<file path="src/rtl/morse_symbol_decoder.sv">
// Keyed Morse line conditioner and dit/dah/gap/space classifier.
// Times mark and space lengths of the debounced line against a runtime dot unit.
module morse_symbol_decoder #(
  parameter int CNT_WIDTH   = 27,
  parameter int SYNC_STAGES = 2,
  parameter int DEBOUNCE    = 4,
  parameter int DAH_UNITS   = 2,
  parameter int ERR_UNITS   = 7,
  parameter int GAP_UNITS   = 2,
  parameter int SPACE_UNITS = 5
) (
  input  logic                 clk,
  input  logic                 rst_n,
  input  logic                 signal,
  input  logic [CNT_WIDTH-1:0] unit_cycles,
  output logic [2:0]           ditsdahs,
  output logic                 sym_valid,
  output logic                 line_db
);

  localparam int TW  = CNT_WIDTH + 3;
  localparam int DBW = (DEBOUNCE > 1) ? $clog2(DEBOUNCE) : 1;

  localparam logic [2:0] SYM_WAIT  = 3'd0;
  localparam logic [2:0] SYM_DIT   = 3'd1;
  localparam logic [2:0] SYM_DAH   = 3'd2;
  localparam logic [2:0] SYM_GAP   = 3'd3;
  localparam logic [2:0] SYM_SPACE = 3'd4;
  localparam logic [2:0] SYM_ERR   = 3'd5;

  typedef enum logic [1:0] {IDLE, MARK, SPACE} state_t;

  logic [SYNC_STAGES-1:0] sync_q;
  logic                   s_sync;
  logic [DBW-1:0]         db_cnt;
  logic                   ldb_d;
  logic                   rise, fall;
  logic [CNT_WIDTH-1:0]   dur;
  logic [CNT_WIDTH-1:0]   unit_q;
  state_t                 state;

  logic [TW-1:0] dur_x, th_dah, th_err, th_gap, th_space;

  assign s_sync = sync_q[SYNC_STAGES-1];
  assign rise   = line_db & ~ldb_d;
  assign fall   = ~line_db & ldb_d;

  // Widened so N*unit never truncates for any unit value.
  assign dur_x    = TW'(dur);
  assign th_dah   = TW'(unit_q) * TW'(DAH_UNITS);
  assign th_err   = TW'(unit_q) * TW'(ERR_UNITS);
  assign th_gap   = TW'(unit_q) * TW'(GAP_UNITS);
  assign th_space = TW'(unit_q) * TW'(SPACE_UNITS);

  always_ff @(posedge clk or negedge rst_n) begin
    if (!rst_n) begin
      sync_q  <= '0;
      db_cnt  <= '0;
      line_db <= 1'b0;
      ldb_d   <= 1'b0;
      dur     <= CNT_WIDTH'(1);
    end else begin
      sync_q <= {sync_q[SYNC_STAGES-2:0], signal};
      ldb_d  <= line_db;
      if (s_sync == line_db) begin
        db_cnt <= '0;
      end else if (db_cnt == DBW'(DEBOUNCE - 1)) begin
        line_db <= s_sync;
        db_cnt  <= '0;
      end else begin
        db_cnt <= db_cnt + 1'b1;
      end
      // Restart on the registered edge so dur at a fall equals cycles high.
      if (rise | fall)
        dur <= CNT_WIDTH'(1);
      else if (~&dur)
        dur <= dur + 1'b1;
    end
  end

  always_ff @(posedge clk or negedge rst_n) begin
    if (!rst_n) begin
      state     <= IDLE;
      unit_q    <= CNT_WIDTH'(1);
      sym_valid <= 1'b0;
      ditsdahs  <= SYM_WAIT;
    end else begin
      sym_valid <= 1'b0;
      ditsdahs  <= SYM_WAIT;
      if (state == IDLE)
        unit_q <= (unit_cycles == '0) ? CNT_WIDTH'(1) : unit_cycles;
      case (state)
        IDLE: begin
          if (rise) state <= MARK;
        end
        MARK: begin
          if (fall) begin
            sym_valid <= 1'b1;
            state     <= SPACE;
            if (dur_x >= th_err)      ditsdahs <= SYM_ERR;
            else if (dur_x >= th_dah) ditsdahs <= SYM_DAH;
            else                      ditsdahs <= SYM_DIT;
          end
        end
        SPACE: begin
          // A new mark wins over a coincident gap/space threshold.
          if (rise) begin
            state <= MARK;
          end else if (dur_x == th_gap) begin
            sym_valid <= 1'b1;
            ditsdahs  <= SYM_GAP;
          end else if (dur_x == th_space) begin
            sym_valid <= 1'b1;
            ditsdahs  <= SYM_SPACE;
            state     <= IDLE;
          end
        end
        default: state <= IDLE;
      endcase
    end
  end

endmodule

</file>
<file path="config.mk">
export PLATFORM = sky130hd
export DESIGN_NAME = morse_symbol_decoder
export DESIGN_NICKNAME = d
export VERILOG_FILES = /design/src/rtl/morse_symbol_decoder.sv
export SDC_FILE = /design/constraint.sdc
export NUM_CORES = 1
export LEC_CHECK = 0
export BUFFER_PORTS_ARGS = -buffer_cell sky130_fd_sc_hd__buf_2
export CAP_MARGIN = 20
export CORE_MARGIN = 3
export CORE_UTILIZATION = 64
export DETAILED_ROUTE_END_ITERATION = 7
export HOLD_SLACK_MARGIN = 0.08
export PLACE_DENSITY = 0.89
export RECOVER_POWER = 100
export SLEW_MARGIN = 25
export SYNTH_ARGS = -nofsm -noshare
export SYNTH_HDL_FRONTEND = slang
export SYNTH_SLANG_ARGS = --single-unit
</file>
<file path="constraint.sdc">
create_clock -name clk -period 6.3 [get_ports clk]
set_input_delay 1.575 -clock clk [delete_from_list [all_inputs] [get_ports clk]]
set_output_delay 1.575 -clock clk [all_outputs]
set_load 0.05 [all_outputs]
</file>
==> reports/qor.yml <==
wire_per_inst_um: 19.2
cts_num_sinks: 66
ios: 35
synth_nets: 1192
vias: 7843
grt_usage_pct: 32.4
crit_type: "register to register"
final_common_cell: "ha_1"
synth-seq-cells: 66
synth_top_area_cell: "ha_1"
drv_slew: 67
hold_buffers: 0
cpMostUsedCell: "o21ai_0"
ys_seq_area_share_pct: 19.4
die_h_um: 121
nets: 1220
worstPathRequired_ns: 6.57
cts_htree_levels: 3
fillCellCount: 996
grt_pass1_vias: 7753
rows: 41
initial_utilization_pct: 66.3
area_delta_synth_final_pct: 6.55
grt_max_degree: 67
avgSynthCellArea_um2: 8.56
synthArstFlopShare_pct: 100
cp.arrival_ns: 5.76
cts_buffer_depth: 2
critPathLaunchType: "register"
cp_cell_sequence: "fa_1 > ha_1 > a211oi_1 > nor2_1 > a311oi_1 > a32oi_1 > a311oi_1 > o21ai_0 > xnor2_1 > ha_1 > and4_1 > nand3_1 > nor3_1 > o211ai_1 > a31oi_1 > o311a_1 > o21ai_0 > o21ai_0 > a31o_1"
slowest_delay_ns: 0.61
drt_iter0_markers: 650
routed_wl_um: 23000
insertion_delay_ns: 0.33
cp_max_fo: 6
end_kind: "register"
antenna_found_initial: 0
portBuffers: 34
cts_tree: "built"
overflow: 0
synth_edf_count: 0
numCtsBuffers: 9
cts_setup_buffers: 0
violations: "max-capacitance violations, max-slew violations"
worst_pin_slew_ns: 3.58
slew_headroom_pct: -138
firstDrtPassIters: 6
rsz0062_at_grt: "false"
synth_cell_types: 75
grt_pass1_wl_um: 37600
drive_gt1_share_pct: 3.80
path_clk_slew_ns: 0.05
final_cell_mix: "ha_1, nand2_1, nor2_1, o21ai_0, dfrtp_1"
fmax_ghz: 0.182
fin_crit_sh_pct: 87.2
synth_top_area_share_pct: 20.7
ys.flop_type: "dfrtp_1"
setup_violations: 0
min_path_type: "register to register"
netlist_area_um2: 8500
final.setup.tns_ns: 0
finClkSkew_ns: 0.00679
cts.repair.resized: 0
hold_viol_final: 0
cp_slowest_cell: "a311oi_1"
drtAntennaViolNets: 0
vias_per_cell: 6.55
die_w_um: 121
yosysWarnings: 0
diodes: 0
synth_area_leaders: "ha_1, dfrtp_1, fa_1, xor2_1, xnor2_1"
status: "finished with violations"
ff2ff_setup_slack_ns: 0.81
dp_hpwl_um: 18600
dieArea_um2: 14700
gp_congestion: 0.925
core_area_um2: 12800
min_period_ns: 5.49
cts-root-buf: "clkbuf_16"
syn_inst: 993
timing.max_cap.violations: 1
drc: 0
-- cell families after synthesis --
kind of cell | count (synthesis) | share of synthesized area [%]
buffers and inverters | 78 | 3.60
multiplexers | 9 | 1.09
AO/OA/AOI/OAI | 259 | 20.3
adder cells (fa/ha/maj) | 169 | 27.3
XOR/XNOR | 79 | 8.22
flip-flops | 66 | 19.4
AND/OR/NAND/NOR | 333 | 20.0
-- cells in the mapped netlist (all sizes together) (6+ instances only) --
master   number
nor3         19
ha          141
xnor2        37
fa           28
a31oi         6
nor2b        26
nand4        33
o21bai       11
o21a         13
a21oi        65
nand2b       13
and4          9
and2         11
mux2i         7
buf           9
a21o         29
nor2         69
o21ai        68
nor4         17
nand2        84
dfrtp        64
nand3        21
xor2         42
a211oi        8
inv          59
clkbuf       10
o211ai       10
or3           9
and3         11
o2111ai       6
-- metrics by stage --
stage	utilization (%)	cells	instance area [um2]	setup WS (ns)	hold WS, ns
final	70.7	1198	9060	0.808	0.355
after CTS	71.2	1198	9130	1.07	0.357
after global routing	70.7	1198	9060	0.474	0.368
after floorplan	-	993	8500	1.84	0.331
after detailed placement	68.8	1182	8820	1.08	0.336
after global placement	68.8	1182	8820	1.26	0.340
-- worst max-delay path, delay by kind of cell, from the launching register on --
| family | cells | cell delay [ns] |
|---|---|---|
| AO/OA/AOI/OAI | 11 | 2.84 |
| XOR/XNOR | 1 | 0.19 |
| adder cells (fa/ha/maj) | 3 | 1.16 |
| flip-flops | 1 | 0.50 |
| AND/OR/NAND/NOR | 4 | 0.74 |
-- layer usage --
layer  global-route usage (%)  share of wire (%)  up-vias
li1                         -                  -     3702
met1                     44.1                 43     3702
met4                     15.9                5.0        0
met2                     49.6                 44      352
met5                        0                  0        -
met3                     6.06                8.1       87
-- cell type report --
type | count | area (um2) | area share, %
clock buffer | 11 | 243 | 2.68
clock inverter | 5 | 62.6 | 0.690
inverter | 59 | 221 | 2.44
multi-input combinational | 849 | 6520 | 72.0
sequential | 66 | 1650 | 18.3
tap | 172 | 215 | 2.38
timing repair buffer | 36 | 145 | 1.60
-- registers in the layout, indices dropped and copies added (netlist names) --
register,flops
dur,27
unit_q,27
ditsdahs,3
db_cnt,2
state,2
sync_q,2
ldb_d,1
line_db,1
sym_valid,1
-- worst paths after layout --
| kind | startpoint | to | depth (start not counted) |
|---|---|---|---|
| max in group asynchronous | rst_n | unit_q[10] | 2 |
| min in group asynchronous | rst_n | dur[23] | 2 |
| setup / recovery | unit_q[7] | ditsdahs[0] | 19 |
| hold reg to reg | sync_q[0] | sync_q[1] | 0 |
| hold / removal | sync_q[0] | sync_q[1] | 0 |
| setup reg to reg | unit_q[7] | ditsdahs[0] | 19 |
Power is left out: the tool's default activity adds up to more than one toggle a clock period on the data nets, which glitch-free logic cannot reach.
